## src/rtl/if_stage.sv

```systemverilog
// ---------------------------------------------------------------------------
// if_stage -- instruction fetch stage with a single-outstanding imem port.
//
// Fetches one instruction at a time from pc_o and loads it into the IF/ID
// register. A one-entry buffer holds a response that arrives during a stall.
// Redirects flush IF/ID and can discard one stale in-flight response.
//
// Ports
//   clk_i           single clock, rising edge
//   rst_ni          synchronous active-low reset
//   next_pc_i       redirect target, bits [1:0] ignored
//   redirect_i      flush fetch and load next_pc_i
//   stall_i         freeze IF/ID and pc
//   imem_ready_i    memory accepts the request this cycle
//   imem_rvalid_i   memory returns data this cycle
//   imem_rdata_i    returned instruction word
//   imem_req_o      fetch request valid
//   imem_addr_o     fetch address (= pc_o)
//   pc_o            current fetch pc
//   if_id_pc_o      pc of the IF/ID instruction
//   if_id_instr_o   IF/ID instruction
//   if_id_valid_o   IF/ID holds a live instruction
//
// state  | meaning
// S_REQ  | request outstanding on the imem port
// S_WAIT | request accepted, awaiting response
// S_HOLD | response buffered while stalled
// S_DROP | discard one stale response after a redirect
// ---------------------------------------------------------------------------
module if_stage #(
  parameter logic [31:0] RESET_PC  = 32'h0000_0000,
  parameter logic [31:0] NOP_INSTR = 32'h0000_0013
) (
  input  logic        clk_i,
  input  logic        rst_ni,
  input  logic [31:0] next_pc_i,
  input  logic        redirect_i,
  input  logic        stall_i,
  input  logic        imem_ready_i,
  input  logic        imem_rvalid_i,
  input  logic [31:0] imem_rdata_i,
  output logic        imem_req_o,
  output logic [31:0] imem_addr_o,
  output logic [31:0] pc_o,
  output logic [31:0] if_id_pc_o,
  output logic [31:0] if_id_instr_o,
  output logic        if_id_valid_o
);

  typedef enum logic [1:0] {
    S_REQ  = 2'd0,
    S_WAIT = 2'd1,
    S_HOLD = 2'd2,
    S_DROP = 2'd3
  } state_t;

  state_t      state_q, state_d;
  logic [31:0] pc_q, pc_d;
  logic [31:0] if_id_pc_q, if_id_pc_d;
  logic [31:0] if_id_instr_q, if_id_instr_d;
  logic        if_id_valid_q, if_id_valid_d;
  logic [31:0] buf_q, buf_d;

  // Low address bits of the redirect target are deliberately dropped.
  logic unused_next_pc_lsb;
  assign unused_next_pc_lsb = ^next_pc_i[1:0];

  always_ff @(posedge clk_i) begin
    if (!rst_ni) begin
      state_q       <= S_REQ;
      pc_q          <= {RESET_PC[31:2], 2'b00};
      if_id_pc_q    <= 32'h0;
      if_id_instr_q <= NOP_INSTR;
      if_id_valid_q <= 1'b0;
      buf_q         <= 32'h0;
    end else begin
      state_q       <= state_d;
      pc_q          <= pc_d;
      if_id_pc_q    <= if_id_pc_d;
      if_id_instr_q <= if_id_instr_d;
      if_id_valid_q <= if_id_valid_d;
      buf_q         <= buf_d;
    end
  end

  always_comb begin
    state_d       = state_q;
    pc_d          = pc_q;
    if_id_pc_d    = if_id_pc_q;
    if_id_instr_d = if_id_instr_q;
    if_id_valid_d = if_id_valid_q;
    buf_d         = buf_q;

    if (redirect_i) begin
      pc_d          = {next_pc_i[31:2], 2'b00};
      if_id_valid_d = 1'b0;
      if_id_instr_d = NOP_INSTR;
      buf_d         = 32'h0;
      // Only a still-pending response (WAIT or DROP without rvalid) must be
      // swallowed; otherwise start fetching the new target immediately.
      if ((state_q == S_WAIT || state_q == S_DROP) && !imem_rvalid_i) begin
        state_d = S_DROP;
      end else begin
        state_d = S_REQ;
      end
    end else if (stall_i) begin
      // IF/ID and pc frozen; the fetch handshake still advances.
      unique case (state_q)
        S_REQ:  if (imem_ready_i) state_d = S_WAIT;
        S_WAIT: if (imem_rvalid_i) begin
                  buf_d   = imem_rdata_i;
                  state_d = S_HOLD;
                end
        S_HOLD: state_d = S_HOLD;
        S_DROP: if (imem_rvalid_i) state_d = S_REQ;
        default: state_d = S_REQ;
      endcase
    end else begin
      // Bubble unless a load below overrides it.
      if_id_valid_d = 1'b0;
      if_id_instr_d = NOP_INSTR;
      unique case (state_q)
        S_REQ:  if (imem_ready_i) state_d = S_WAIT;
        S_WAIT: if (imem_rvalid_i) begin
                  if_id_pc_d    = pc_q;
                  if_id_instr_d = imem_rdata_i;
                  if_id_valid_d = 1'b1;
                  pc_d          = pc_q + 32'd4;
                  state_d       = S_REQ;
                end
        S_HOLD: begin
                  if_id_pc_d    = pc_q;
                  if_id_instr_d = buf_q;
                  if_id_valid_d = 1'b1;
                  pc_d          = pc_q + 32'd4;
                  buf_d         = 32'h0;
                  state_d       = S_REQ;
                end
        S_DROP: if (imem_rvalid_i) state_d = S_REQ;
        default: state_d = S_REQ;
      endcase
    end
  end

  assign imem_req_o    = rst_ni && (state_q == S_REQ);
  assign imem_addr_o   = pc_q;
  assign pc_o          = pc_q;
  assign if_id_pc_o    = if_id_pc_q;
  assign if_id_instr_o = if_id_instr_q;
  assign if_id_valid_o = if_id_valid_q;

endmodule

```

## config.mk

```make
export PLATFORM = sky130hd
export DESIGN_NAME = if_stage
export DESIGN_NICKNAME = d
export VERILOG_FILES = /design/src/rtl/if_stage.sv
export SDC_FILE = /design/constraint.sdc
export NUM_CORES = 1
export LEC_CHECK = 0
export CORE_ASPECT_RATIO = 1.5
export CORE_MARGIN = 3
export CORE_UTILIZATION = 28
export DETAILED_ROUTE_END_ITERATION = 6
export GPL_ROUTABILITY_DRIVEN = 0
export PLACE_DENSITY = 0.66
export SLEW_MARGIN = 0
export SYNTH_ARGS = -nofsm -noshare
export SYNTH_HDL_FRONTEND = slang
export SYNTH_SLANG_ARGS = --single-unit
```

## constraint.sdc

```tcl
create_clock -name clk_i -period 1.75 [get_ports clk_i]
set_input_delay 0.2625 -clock clk_i [delete_from_list [all_inputs] [get_ports clk_i]]
set_output_delay 0.2625 -clock clk_i [all_outputs]
set_load 0.05 [all_outputs]
```

==> impl_results.md <==
* Clk_lat worst skew at 420 ps
* Multi-input logic area at 3340 um2
* Worst hold slack at 410 ps
* Adder-Cell Fraction of Synth Area at 1.20%
* Crit start category: flip-flop
* Synth top area share at 40.6%
* Critical path peak fanout at 6
* Worst Skew at 10.3 ps
* Hold Crit Class: in2reg
* Layout cell share with drive strength beyond 1 at 29.8%
* Failing checks: negative setup slack
* Yosys top cell by area: dfxtp_1
* Nets at 1,038
* Tmin final at 1830 ps
* Placeable Area at 21,800 um2
* Post-synthesis sequential area ratio at 40.6%
* Pin count of the biggest net entering global routing at 82
* Unrepaired setup endpoints after global routing: true
* Detailed Routing Iterations Pass 1 at 4
* DRT antenna net count at 0
* Count of final setup violators at 28
* Count leader, synth: dfxtp_1
* Num CTS Buffers at 17
* Post-synthesis mux area share at 6.26%
* Yosys warns at 0
* Number of synthesized flops with an enable pin at 0
* Synth Area in Compound Gates at 17.4%
* Final worst path period share at 104%
* Synth Instances at 767
* Core Rows at 66
* DRC at 0
* VDD IR max at 0.620 mV
* Pwr Density at 839 nW/um2
* Chip width at 128 um
* Max Cap Viol at 0
* Clock tree buffer depth at 2
* Die height at 189 um
* First-pass GRT wire length at 30.7 mm
* Xor-xnor portion of the synthesized cell area at 3.78%
* Syn Area/Cell at 8.16 um2
* GRT overflow at 0
* Clock sinks at 127
* Final hold vios at 0
* Drt wl/cell at 16.2 um
* WS Path Type: reg2reg
* H-tree Lvls at 4
* Asr flop ratio synth at 0%
* Post-DP HPWL at 14.2 mm
* Ys flop type: dfxtp_1
* Rel. slew slack at 65.9%
* Post-synthesis simple-gate area fraction at 22.2%
* Clock-pin slew on the worst setup and hold paths at 60 ps
* # diodes at 0
* Status: complete, but fails checks
* Vias in the first global route at 5,752
* Synth area leaders: dfxtp_1 (41%), a21oi_1 (9.5%), nor2_1 (5.9%), mux2_2 (5.6%), nand2_1 (4.9%)
* Total GRT Usage at 16.1%
* Initial Util at 28.7%
* Synth Cell Area at 6260 um2
* Vias at 6,067
* Setup crit end kind: flip-flop
* IO buf count at 191
* Post-Route WL at 20.2 mm
* P&R area growth vs syn at 48.0%
* Max Slew Vio Count at 0
* DR iter-0 viols at 264
* Top cells by count, synth: dfxtp_1 (127), a21oi_1 (119), nor2_1 (99)
* Final WS setup at -78.1 ps
* Req. time, crit path at 2050 ps
* Initial antenna violation count at 0
* Vias/cell at 4.87
* Dpl ws at -244 ps
* Fill cells at 2,216
* Register Area at 2570 um2
* Main combinational cell family by area after synthesis: simple AND/OR/NAND/NOR gates
* Slew of the pin with the lowest slew margin at 507 ps
* WP data arrival at 2130 ps
* I/O Pins at 200
* CTS root buf: clkbuf_16
* DIE AREA at 24,200 um2
* CTS tree: built
* Yosys cell types at 49
* Max Clk Rate at 547 MHz
* Seq cells post-synth at 127
* Leak at 3.59 nW
## layout by cell type, fill, tap and decap left out, types with 3 or more instances in the layout
cell type        instances
nand2_2                  7
buf_12                  12
and2_1                   4
clkbuf_8                 6
ha_1                     4
nor3_4                   3
a21oi_2                 11
clkdlybuf4s50_1         66
conb_1                   6
a21oi_1                108
nand2b_1                 4
dfxtp_1                110
dfxtp_2                 15
a22oi_1                 27
clkinv_2                 3
nand3_1                 13
nor2_1                  99
nand4_1                 18
a221o_1                  3
dlygate4sd2_1           27
o21ai_0                 31
nor3b_1                 31
mux2_2                  31
inv_1                    6
nand2_1                 75
clkbuf_16               21
xor2_1                  20
buf_6                    7
buf_4                  146
xnor2_1                  6
## final cells by class
type	instances	share of cell area, %
multi-input combinational	544	36.1
clock buffer	25	5.57
inverter	9	0.392
sequential	127	27.7
timing repair buffer	263	26.2
tap	272	3.67
clock inverter	5	0.324
## layer usage
metal,vias to the layer above,track usage [%],routed length [um]
met5,-,0,0
met4,0,7.15,529
met3,29,3.87,1350
met2,193,28.1,10500
met1,2835,18.3,7790
li1,3010,-,-
## registers in the layout (all words and copies together), names as in the netlist
signal,count
imem_addr_o,30
if_id_pc_o,30
if_id_valid_o,1
buf_q,32
if_id_instr_o,32
state_q,2
## kinds of logic after synthesis
group,count (synthesis)
AO/OA/AOI/OAI,193
XOR/XNOR,27
adder cells (fa/ha/maj),6
buffers and inverters,101
flip-flops,127
multiplexers,34
other,1
AND/OR/NAND/NOR,278
## metrics by stage
stage / area [um2] / instances / TNS [ps] / util, % / power, mW
floorplan: 6320 / 772 / -34.5 / - / 3.97
global placement: 8480 / 1209 / -11570 / 38.9 / 4.50
detailed placement: 8480 / 1209 / -14290 / 38.9 / 4.51
CTS: 9060 / 1241 / -298 / 41.6 / 7.88
global route: 9260 / 1245 / -5310 / 42.5 / 8.12
finish: 9260 / 1245 / -528 / 42.5 / 7.77
## what timing repair did
item / in CTS / in global routing
hold buffers: 0 / 0
cloned: 0 / 5
buffers inserted: 4 / 0
pin swaps: 31 / 16
gates resized for setup: 43 / 24
setup endpoints to repair: 83 / 93
## report_power, final
part           switching (mW)  internal (mW)  leakage, nW
Combinational           0.887          0.566         2.28
Sequential             0.0762           2.97         1.04
Clock                    1.27           2.01        0.267
Total                    2.23           5.54         3.59
## final timing paths
path	slack (ps)	from	endpoint	cells past startpoint
max	-80	state_q[1]	imem_addr_o[26]	8
min	410	next_pc_i[2]	imem_addr_o[2]	3
max reg2reg	-80	state_q[1]	imem_addr_o[26]	8
min reg2reg	450	if_id_pc_o[13]	if_id_pc_o[13]	2
## worst max-delay path, stage by stage (launching register included)
cell	delay, ps
dfxtp_4	370
inv_4	50
ha_4	160
mux2i_4	240
buf_6	160
nor3_4	250
nand4_1	200
xor2_1	210
a21oi_1	80
Power figures use the tool's default switching activity.
